[src/rtl/piso_tx.sv]
// rtl/piso_tx.sv - parallel-in serial-out transmitter with optional start/stop framing
module piso_tx #(
  parameter int WIDTH     = 4,
  parameter bit MSB_FIRST = 1'b1,
  parameter bit FRAME     = 1'b1
) (
  input  logic             clk,
  input  logic             rst,
  input  logic             ce,
  input  logic             load,
  input  logic [WIDTH-1:0] pin,
  output logic             ready,
  output logic             busy,
  output logic             so,
  output logic             so_valid,
  output logic             done
);

  localparam int CW = (WIDTH > 1) ? $clog2(WIDTH) : 1;
  localparam logic [CW-1:0] LAST = CW'(WIDTH - 1);

  typedef enum logic [1:0] {IDLE, START, DATA, STOP} state_t;

  state_t           state, state_nxt;
  logic [WIDTH-1:0] shreg, shreg_nxt;
  logic [CW-1:0]    cnt, cnt_nxt;
  logic             done_nxt;

  always_ff @(posedge clk) begin
    if (rst) begin
      state <= IDLE;
      shreg <= '0;
      cnt   <= '0;
      done  <= 1'b0;
    end else begin
      state <= state_nxt;
      shreg <= shreg_nxt;
      cnt   <= cnt_nxt;
      done  <= done_nxt;
    end
  end

  always_comb begin
    state_nxt = state;
    shreg_nxt = shreg;
    cnt_nxt   = cnt;
    done_nxt  = 1'b0;
    case (state)
      IDLE: begin
        // Capture ignores ce so a word is never lost waiting for a bit tick.
        if (load) begin
          shreg_nxt = pin;
          cnt_nxt   = '0;
          state_nxt = FRAME ? START : DATA;
        end
      end
      START: begin
        if (ce) state_nxt = DATA;
      end
      DATA: begin
        if (ce) begin
          shreg_nxt = MSB_FIRST ? {shreg[WIDTH-2:0], 1'b0} : {1'b0, shreg[WIDTH-1:1]};
          if (cnt == LAST) begin
            cnt_nxt   = '0;
            state_nxt = FRAME ? STOP : IDLE;
            done_nxt  = !FRAME;
          end else begin
            cnt_nxt = cnt + CW'(1);
          end
        end
      end
      STOP: begin
        if (ce) begin
          state_nxt = IDLE;
          done_nxt  = 1'b1;
        end
      end
      default: state_nxt = IDLE;
    endcase
  end

  always_comb begin
    so = 1'b1;
    case (state)
      START:   so = 1'b0;
      DATA:    so = MSB_FIRST ? shreg[WIDTH-1] : shreg[0];
      default: so = 1'b1;
    endcase
  end

  assign ready    = (state == IDLE);
  assign busy     = (state != IDLE);
  assign so_valid = (state == DATA);

endmodule

[config.mk]
export PLATFORM = sky130hd
export DESIGN_NAME = piso_tx
export DESIGN_NICKNAME = d
export VERILOG_FILES = /design/src/rtl/piso_tx.sv
export SDC_FILE = /design/constraint.sdc
export NUM_CORES = 1
export LEC_CHECK = 0
export CORE_MARGIN = 2
export CORE_UTILIZATION = 35
export DETAILED_ROUTE_END_ITERATION = 8
export PLACE_DENSITY = 0.68
export SYNTH_ARGS = -nofsm -noshare
export SYNTH_HDL_FRONTEND = slang
export SYNTH_SLANG_ARGS = --single-unit
[constraint.sdc]
create_clock -name clk -period 2.3 [get_ports clk]
set_clock_uncertainty 0.2 [all_clocks]
set_input_delay 0.46 -clock clk [delete_from_list [all_inputs] [get_ports clk]]
set_output_delay 0.46 -clock clk [all_outputs]
set_load 0.1 [all_outputs]
==> impl_results.html, run 1 <==
<table>
<tr><th>Metric</th><th>Value</th></tr>
<tr><th colspan="2">Cells and area</th></tr>
<tr><td>Core occupancy in the finished layout</td><td>between 50% and 60%</td></tr>
<tr><td>Register area</td><td>between 150 and 200 um^2</td></tr>
<tr><td>Fill cell total of the finished layout</td><td>between 100 and 150</td></tr>
<tr><td>Net count, final</td><td>approximately 90</td></tr>
<tr><td>Ratio of cells with drive above 1 in the final layout</td><td>between 20 and 30%</td></tr>
<tr><td>Layout overhead on the synthesized area</td><td>37.2%</td></tr>
<tr><td>Multi-input logic area</td><td>378 um^2</td></tr>
<tr><td>Number of inserted diodes</td><td>0</td></tr>
<tr><th colspan="2">Yosys</th></tr>
<tr><td>Area share of the largest cell type after synthesis</td><td>about a third</td></tr>
<tr><td>Synthesized area divided by synthesized cell count</td><td>between 9 and 10 um^2</td></tr>
<tr><td>Leading register cell type out of synthesis</td><td>sky130_fd_sc_hd__dfxtp_1</td></tr>
<tr><td>Sequential cell area fraction in the yosys report</td><td>between 30% and 40%</td></tr>
<tr><td>Cell types occupying the most area after synthesis</td><td>sky130_fd_sc_hd__dfxtp_1 32%, sky130_fd_sc_hd__ha_1 11%, sky130_fd_sc_hd__mux2_4 7.9%</td></tr>
<tr><td>Synthesized net count</td><td>76</td></tr>
<tr><td>Number of warnings printed during yosys synthesis</td><td>0</td></tr>
<tr><td>Count leader, synth</td><td>sky130_fd_sc_hd__dfxtp_1</td></tr>
<tr><td>Post-synth EDFFs</td><td>0</td></tr>
<tr><td>Cell type with the largest total area after synthesis</td><td>sky130_fd_sc_hd__dfxtp_1</td></tr>
<tr><td>Netlist Area Pre-Place</td><td>572 um^2</td></tr>
<tr><td>Synth Instances</td><td>63</td></tr>
<tr><td>Post-synthesis sequential element count</td><td>9</td></tr>
<tr><td>Cell types with the highest counts after synthesis</td><td>9 x sky130_fd_sc_hd__dfxtp_1, 5 x sky130_fd_sc_hd__ha_1</td></tr>
<tr><td>Post-synth cell types</td><td>27</td></tr>
<tr><td>Fraction of registers with async set/reset</td><td>0%</td></tr>
<tr><th colspan="2">Timing</th></tr>
<tr><td>Period utilization</td><td>between 90 and 100%</td></tr>
<tr><td>Number of endpoints failing setup at the final stage</td><td>0</td></tr>
<tr><td>Worst Hold Margin</td><td>roughly 280 ps</td></tr>
<tr><td>Unrepaired setup endpoints after global routing</td><td>no</td></tr>
<tr><td>Achievable clock frequency</td><td>roughly 0.46 GHz</td></tr>
<tr><td>Max Slew Vio Count</td><td>0</td></tr>
<tr><td>Measured slew at the worst slew-check pin</td><td>roughly 370 ps</td></tr>
<tr><td>Clock period minus final worst setup slack</td><td>2160 ps</td></tr>
<tr><td>Number of hold-slack violations in the final timing report</td><td>0</td></tr>
<tr><td>Worst path setup slack after routing</td><td>139 ps</td></tr>
<tr><td>Remaining max-slew budget at the tightest pin</td><td>about three quarters</td></tr>
<tr><th colspan="2">Critical path</th></tr>
<tr><td>Internal reg-to-reg setup slack</td><td>550 ps</td></tr>
<tr><td>Crit path arrival time</td><td>around 1500 ps</td></tr>
<tr><td>Critical-path maximum fanout</td><td>4</td></tr>
<tr><td>Crit start category</td><td>register</td></tr>
<tr><td>Worst setup path category</td><td>register to primary output</td></tr>
<tr><td>Critical path data required time</td><td>about 1600 ps</td></tr>
<tr><td>Most frequent cell on the critical path</td><td>sky130_fd_sc_hd__inv_1</td></tr>
<tr><td>Critical Path Max Stage Delay</td><td>380 ps</td></tr>
<tr><td>Series of cell instances along the critical path</td><td>inv_1, ha_2, inv_1, nor2_1, a21oi_4, buf_12</td></tr>
<tr><td>Reg-to-reg critical path startpoint</td><td>state[0]$_SDFFE_PP0P_</td></tr>
<tr><td>Capturing element type of the critical path</td><td>primary output</td></tr>
<tr><td>Worst setup path start</td><td>state[0]$_SDFFE_PP0P_</td></tr>
<tr><td>Highest-delay cell along the critical path</td><td>sky130_fd_sc_hd__dfxtp_1</td></tr>
<tr><th colspan="2">GRT</th></tr>
<tr><td>Number of global-route vias before repair</td><td>465</td></tr>
<tr><td>First-pass GRT wire length</td><td>2040 um</td></tr>
<tr><td>Remaining global-route overflow</td><td>0</td></tr>
<tr><td>Global router's overall resource usage</td><td>14.5%</td></tr>
<tr><td>Number of antenna violations at the first check in global routing</td><td>0</td></tr>
<tr><td>Largest net degree at the start of global routing</td><td>14</td></tr>
<tr><th colspan="2">Detailed routing</th></tr>
<tr><td>Number of search-and-repair iterations in the first detailed-routing pass</td><td>4</td></tr>
<tr><td>Drt via density</td><td>roughly 5.5</td></tr>
<tr><td>Routed length on met2</td><td>~550 um</td></tr>
<tr><td>Routed WL per cell</td><td>12.6 um</td></tr>
<tr><td>WL met1</td><td>approximately 560 um</td></tr>
<tr><td>Highest metal layer used by the detailed router</td><td>met4</td></tr>
<tr><td>Vias</td><td>518</td></tr>
<tr><td>DRC</td><td>0</td></tr>
<tr><td>Total length of routed wires</td><td>1180 um</td></tr>
<tr><td>Number of nets with antenna violations after detailed routing</td><td>0</td></tr>
<tr><td>Length of routed met3 wiring</td><td>between 60 and 70 um</td></tr>
<tr><td>Detailed Route Iter0 Violations</td><td>5</td></tr>
<tr><th colspan="2">Job</th></tr>
<tr><td>Max-cap violations</td><td>0</td></tr>
<tr><th colspan="2">Clocking</th></tr>
<tr><td>Buffers inserted by post-CTS timing repair</td><td>0</td></tr>
<tr><td>Maximum buffer depth of the clock tree</td><td>2</td></tr>
<tr><td>Buffer type at the clock tree root</td><td>sky130_fd_sc_hd__clkbuf_4</td></tr>
<tr><td>Clock slew at the register clock pins of the worst setup and hold paths</td><td>70 ps</td></tr>
<tr><td>Clock tree from TritonCTS</td><td>built</td></tr>
<tr><td>Hold-fix buffers at CTS</td><td>0</td></tr>
<tr><td>Cts bufs inserted</td><td>3</td></tr>
<tr><td>Max H-tree Level</td><td>1</td></tr>
<tr><td>Later-pin clock latency in the skew report</td><td>270 ps</td></tr>
<tr><td>Resized Gates After CTS</td><td>0</td></tr>
<tr><td>Number of clock sinks seen by CTS</td><td>9</td></tr>
<tr><th colspan="2">Floorplanning</th></tr>
<tr><td>Site row count</td><td>14</td></tr>
<tr><td>X dimension of the die</td><td>about 44 um</td></tr>
<tr><td>Placeable core area</td><td>around 1500 um^2</td></tr>
<tr><td>Initial standard-cell utilization of the core</td><td>between 30 and 40%</td></tr>
<tr><td>Number of I/O pins</td><td>13</td></tr>
<tr><td>Floorplan die height</td><td>roughly 44 um</td></tr>
<tr><td>Die area</td><td>a little under 2000 um^2</td></tr>
<tr><th colspan="2">Placed design</th></tr>
<tr><td>Final weighted congestion of routability-driven global placement</td><td>0.773</td></tr>
<tr><td>Detailed-placement wirelength estimate</td><td>about 950 um</td></tr>
<tr><td>Pre-CTS worst setup slack</td><td>between 300 and 400 ps</td></tr>
<tr><td>Number of buffer cells added on primary ports</td><td>12</td></tr>
<tr><th colspan="2">Run status</th></tr>
<tr><td>Result of the run</td><td>completed</td></tr>
<tr><th colspan="2">Worst hold path</th></tr>
<tr><td>Startpoint of the most critical hold path</td><td>shreg[0]$_SDFFE_PP0P_</td></tr>
<tr><td>Type of the most critical hold path</td><td>register to register</td></tr>
</table>
per-stage QoR:
| step | TNS [ps] | instance area, um^2 | instances |
|---|---|---|---|
| floorplan | -130 | 588 | 63 |
| global placement | 0 | 758 | 90 |
| detailed placement | 0 | 758 | 90 |
| CTS | 0 | 785 | 94 |
| global route | 0 | 785 | 94 |
| finish | 0 | 785 | 94 |
critical path: cells and delay by family (launching register included):
| kind | cells | cell delay, ps |
|---|---|---|
| compound gates | 1 | 140 |
| fa+ha+maj | 1 | 190 |
| buf+inv | 3 | 430 |
| flops | 1 | 380 |
| simple gates | 1 | 90 |
path summary, 6_finish.rpt:
| kind | end | cells past startpoint |
|---|---|---|
| worst max-delay path | so | 6 |
| worst min-delay path | shreg[0]$_SDFFE_PP0P_ | 2 |
| worst max register to register | shreg[2]$_SDFFE_PP0P_ | 6 |
| worst min register to register | shreg[0]$_SDFFE_PP0P_ | 2 |
sequential cells by signal, indices dropped and copies added (netlist names):
name / cells
cnt: 2
done: 1
state: 2
shreg: 4
cell usage in the layout (no fill, tap or decap), types with 4 or more instances in the layout:
cell                              count
sky130_fd_sc_hd__a31oi_1              4
sky130_fd_sc_hd__buf_12               4
sky130_fd_sc_hd__clkdlybuf4s50_1      7
sky130_fd_sc_hd__dfxtp_1              9
sky130_fd_sc_hd__inv_1                4
sky130_fd_sc_hd__nor3_1               4
metal layers:
| layer | GRT usage, % | vias to the layer above |
|---|---|---|
| met2 | 20.9 | 13 |
| met1 | 19.8 | 238 |
| met3 | 3.67 | 2 |
| li1 | - | 265 |
| met4 | 7.27 | 0 |
| met5 | 0 | - |
layout make-up:
type | count | share of cell area (%)
clock buffers | 4 | 3.35
inverters | 4 | 1.91
multi-input cells | 48 | 48.2
flip-flops and latches | 9 | 23.0
well taps | 16 | 2.55
repair buffers | 13 | 21.1
kinds of logic after synthesis:
kind of cell | after synthesis | share of synthesized area, %
flops | 9 | 31.5
compound gates | 15 | 16.8
buf+inv | 6 | 5.25
mux | 4 | 9.63
simple gates | 24 | 25.8
fa+ha+maj | 5 | 10.9
Power of run 1 is left out: the tool's default activity adds up to more than one toggle a clock period on the data nets, which glitch-free logic cannot reach.
==> run 2: changes to the inputs <==
--- a/config.mk
+++ b/config.mk
@@ -9,6 +9,7 @@
 export CORE_UTILIZATION = 35
 export DETAILED_ROUTE_END_ITERATION = 8
 export PLACE_DENSITY = 0.68
+export REMOVE_ABC_BUFFERS = 1
 export SYNTH_ARGS = -nofsm -noshare
 export SYNTH_HDL_FRONTEND = slang
 export SYNTH_SLANG_ARGS = --single-unit
==> constraint.sdc (replaced) <==
create_clock -name clk -period 2.3 [get_ports clk]
set_clock_uncertainty 0.2 [all_clocks]
set_input_delay 0.46 -clock clk [delete_from_list [all_inputs] [get_ports clk]]
set_output_delay 0.46 -clock clk [all_outputs]
set_load 0.01 [all_outputs]
==> run 2 against run 1 <==
Compared with the run above: clock-buffer cell count is 1 lower; critical path depth is 2 lower; via count is 2.7% higher; die area stayed put.
==> impl_results.html, run 2 (synthesis gave the netlist of run 1 again) <==
<table>
<tr><th>Metric</th><th>Value</th></tr>
<tr><th colspan="2">Cells and area</th></tr>
<tr><td>Number of inserted diodes</td><td>0 (unchanged)</td></tr>
<tr><td>Net count, final</td><td>92 (unchanged)</td></tr>
<tr><td>Ratio of cells with drive above 1 in the final layout</td><td>20.5% (-5.1 points)</td></tr>
<tr><td>Largest regs</td><td>shreg x4, cnt x2, state x2</td></tr>
<tr><td>Core occupancy in the finished layout</td><td>48.2% (-3.3 points)</td></tr>
<tr><td>Fill cell total of the finished layout</td><td>152 (+5.6%)</td></tr>
<tr><td>Register area</td><td>183 um^2 (+1.4%)</td></tr>
<tr><td>Flip-flop count of the largest register, all copies and words added</td><td>4 (unchanged)</td></tr>
<tr><td>Top library cells by usage in the layout, fill and taps aside</td><td>10 x sky130_fd_sc_hd__clkdlybuf4s50_1, 7 x sky130_fd_sc_hd__dfxtp_1</td></tr>
<tr><td>Top register by number of flip-flops</td><td>shreg</td></tr>
<tr><td>Layout overhead on the synthesized area</td><td>28.4%</td></tr>
<tr><td>Most common cell after layout, fill and taps aside</td><td>sky130_fd_sc_hd__clkdlybuf4s50_1</td></tr>
<tr><td>Multi-input logic area</td><td>364 um^2 (-3.6%)</td></tr>
<tr><th colspan="2">Clocking</th></tr>
<tr><td>Buffers inserted by post-CTS timing repair</td><td>0 (unchanged)</td></tr>
<tr><td>Cts bufs inserted</td><td>3 (unchanged)</td></tr>
<tr><td>Max H-tree Level</td><td>1 (unchanged)</td></tr>
<tr><td>Maximum buffer depth of the clock tree</td><td>2 (unchanged)</td></tr>
<tr><td>Hold-fix buffers at CTS</td><td>0 (unchanged)</td></tr>
<tr><td>Clock tree from TritonCTS</td><td>built</td></tr>
<tr><td>Later-pin clock latency in the skew report</td><td>270 ps (about the same)</td></tr>
<tr><td>Number of clock sinks seen by CTS</td><td>9 (unchanged)</td></tr>
<tr><td>Clock slew at the register clock pins of the worst setup and hold paths</td><td>70 ps (about the same)</td></tr>
<tr><td>Buffer type at the clock tree root</td><td>sky130_fd_sc_hd__clkbuf_4</td></tr>
<tr><th colspan="2">Placed design</th></tr>
<tr><td>Detailed-placement wirelength estimate</td><td>917 um (-3.4%)</td></tr>
<tr><td>Number of buffer cells added on primary ports</td><td>12 (unchanged)</td></tr>
<tr><td>Final weighted congestion of routability-driven global placement</td><td>0.790 (+2.3%)</td></tr>
<tr><th colspan="2">Floorplanning</th></tr>
<tr><td>Initial standard-cell utilization of the core</td><td>37.5% (unchanged)</td></tr>
<tr><td>Placeable core area</td><td>1520 um^2 (unchanged)</td></tr>
<tr><td>Die area</td><td>1970 um^2 (unchanged)</td></tr>
<tr><td>Number of I/O pins</td><td>13 (unchanged)</td></tr>
<tr><td>Floorplan die height</td><td>44.4 um (unchanged)</td></tr>
<tr><td>X dimension of the die</td><td>44.4 um (unchanged)</td></tr>
<tr><td>Site row count</td><td>14 (unchanged)</td></tr>
<tr><th colspan="2">Detailed routing</th></tr>
<tr><td>Vias</td><td>532 (+2.7%)</td></tr>
<tr><td>Detailed Route Iter0 Violations</td><td>8 (+3)</td></tr>
<tr><td>Number of nets with antenna violations after detailed routing</td><td>0 (unchanged)</td></tr>
<tr><td>Number of search-and-repair iterations in the first detailed-routing pass</td><td>4 (unchanged)</td></tr>
<tr><td>Drt via density</td><td>5.66 (+2.7%)</td></tr>
<tr><td>DRC</td><td>0 (unchanged)</td></tr>
<tr><td>Routed WL per cell</td><td>13.5 um (+6.9%)</td></tr>
<tr><td>Total length of routed wires</td><td>1270 um (+6.9%)</td></tr>
<tr><th colspan="2">Critical path</th></tr>
<tr><td>Crit path arrival time</td><td>1520 ps (+20 ps)</td></tr>
<tr><td>Capturing element type of the critical path</td><td>primary output</td></tr>
<tr><td>Crit start category</td><td>register</td></tr>
<tr><td>Worst setup path category</td><td>register to primary output</td></tr>
<tr><td>Critical path data required time</td><td>1640 ps (about the same)</td></tr>
<tr><td>Critical-path maximum fanout</td><td>7 (+3)</td></tr>
<tr><th colspan="2">Power and ir drop</th></tr>
<tr><td>Relative contribution of the clock network to total power</td><td>14.3%</td></tr>
<tr><td>Flop pwr share</td><td>around a quarter</td></tr>
<tr><td>Cell Pwr Density</td><td>approximately 1200 nW/um^2</td></tr>
<tr><td>Peak supply drop</td><td>roughly 640 uV</td></tr>
<tr><td>Net load switching power</td><td>about 0.37 mW</td></tr>
<tr><td>Internal power component</td><td>0.529 mW</td></tr>
<tr><td>Fraction of power spent switching nets</td><td>between 40% and 50%</td></tr>
<tr><td>Comb pwr share</td><td>between 50 and 60%</td></tr>
<tr><td>Lkg Pwr</td><td>slightly above 0.3 nW</td></tr>
<tr><th colspan="2">Timing</th></tr>
<tr><td>Period utilization</td><td>94.8% (+0.86 points)</td></tr>
<tr><td>Worst Hold Margin</td><td>279 ps (-2.79 ps)</td></tr>
<tr><td>Measured slew at the worst slew-check pin</td><td>367 ps (-2.81 ps)</td></tr>
<tr><td>Remaining max-slew budget at the tightest pin</td><td>75.5% (+0.19 points)</td></tr>
<tr><td>Clock period minus final worst setup slack</td><td>2180 ps (+19.7 ps)</td></tr>
<tr><td>Unrepaired setup endpoints after global routing</td><td>no</td></tr>
<tr><td>Setup total negative slack</td><td>0 ps (unchanged)</td></tr>
<tr><td>Max Slew Vio Count</td><td>0 (unchanged)</td></tr>
<tr><td>Achievable clock frequency</td><td>0.459 GHz (-0.90%)</td></tr>
<tr><td>Number of hold-slack violations in the final timing report</td><td>0 (unchanged)</td></tr>
<tr><td>Number of endpoints failing setup at the final stage</td><td>0 (unchanged)</td></tr>
<tr><th colspan="2">Worst hold path</th></tr>
<tr><td>Type of the most critical hold path</td><td>register to register</td></tr>
<tr><th colspan="2">GRT</th></tr>
<tr><td>Number of global-route vias before repair</td><td>468 (+0.65%)</td></tr>
<tr><td>Remaining global-route overflow</td><td>0 (unchanged)</td></tr>
<tr><td>Global router's overall resource usage</td><td>14.6% (+0.13 points)</td></tr>
<tr><td>Largest net degree at the start of global routing</td><td>14 (unchanged)</td></tr>
<tr><td>Number of antenna violations at the first check in global routing</td><td>0 (unchanged)</td></tr>
<tr><td>First-pass GRT wire length</td><td>2040 um (-0.34%)</td></tr>
<tr><th colspan="2">Job</th></tr>
<tr><td>Max-cap violations</td><td>0 (unchanged)</td></tr>
<tr><th colspan="2">Run status</th></tr>
<tr><td>Result of the run</td><td>completed</td></tr>
</table>
## run 2: cell count changes in the layout (fill, tap and decap cells not counted)
cell                              change
sky130_fd_sc_hd__dfxtp_2              +2
sky130_fd_sc_hd__clkdlybuf4s50_1      +3
sky130_fd_sc_hd__ha_2                 -1
sky130_fd_sc_hd__ha_1                 +1
sky130_fd_sc_hd__a21oi_4              -1
sky130_fd_sc_hd__buf_12               -4
sky130_fd_sc_hd__clkinv_2             +1
sky130_fd_sc_hd__a21oi_1              +1
sky130_fd_sc_hd__dlygate4sd2_1        +2
sky130_fd_sc_hd__dfxtp_1              -2
sky130_fd_sc_hd__clkbuf_1             -1
sky130_fd_sc_hd__buf_4                -1
## run 2: what timing repair did
item                                    CTS  global route
resized for setup                         3             2
pin swaps                                 0             0
endpoints found under the setup margin    2             1
## run 2: cell type report
type	instances	area share [%]
Multi-Input combinational cell	48	49.6
Sequential cell	9	24.9
Timing Repair Buffer	13	17.0
Clock buffer	3	3.07
Tap cell	16	2.73
Inverter	4	2.04
Clock inverter	1	0.681
## run 2: metrics by stage
step / power (mW) / worst slack (ps) / cells / instance area, um^2
floorplan: 0.593 / 401 / 61 / 557
global placement: 0.774 / 215 / 90 / 704
detailed placement: 0.778 / 171 / 90 / 704
CTS: 0.900 / 51.7 / 94 / 732
global route: 0.967 / 19.4 / 94 / 734
finish: 0.901 / 119 / 94 / 734
## run 2: per-layer routing
layer | vias up | track usage (%) | routed length [um]
met5 | - | 0 | 0
met4 | 0 | 7.27 | 11
met3 | 2 | 6.53 | 98
met2 | 19 | 21.8 | 572
met1 | 251 | 17.7 | 585
li1 | 260 | - | -
## run 2: worst max-delay path, cell delays in order (launching register included)
cell	delay, ps
sky130_fd_sc_hd__dfxtp_2	350
sky130_fd_sc_hd__inv_1	60
sky130_fd_sc_hd__ha_2	220
sky130_fd_sc_hd__inv_1	80
sky130_fd_sc_hd__clkdlybuf4s50_1	530
## run 2: worst paths after layout
path / from / to / slack, ps / cells past startpoint
hold reg to reg: shreg[0]$_SDFFE_PP0P_ / shreg[0]$_SDFFE_PP0P_ / 280 / 2
hold / removal: shreg[0]$_SDFFE_PP0P_ / shreg[0]$_SDFFE_PP0P_ / 280 / 2
setup reg to reg: state[0]$_SDFFE_PP0P_ / shreg[3]$_SDFFE_PP0P_ / 590 / 6
setup / recovery: state[0]$_SDFFE_PP0P_ / busy / 120 / 4
## run 2: power groups by stage
| stage | clock network, mW | registers, mW | logic [mW] |
|---|---|---|---|
| floorplan | 0 | 0.228 | 0.365 |
| global placement | 0 | 0.233 | 0.541 |
| detailed placement | 0 | 0.235 | 0.543 |
| CTS | 0.134 | 0.231 | 0.535 |
| global route | 0.141 | 0.243 | 0.584 |
| finish | 0.129 | 0.235 | 0.537 |
(Power assumes the default switching activity.)
==> run 3: changes to the inputs <==
--- a/config.mk
+++ b/config.mk
@@ -5,6 +5,7 @@
 export SDC_FILE = /design/constraint.sdc
 export NUM_CORES = 1
 export LEC_CHECK = 0
+export CAP_MARGIN = 20
 export CORE_MARGIN = 2
 export CORE_UTILIZATION = 35
 export DETAILED_ROUTE_END_ITERATION = 8
==> results of run 3 <==
Final layout, timing and power as in run 2 (identical DEF).
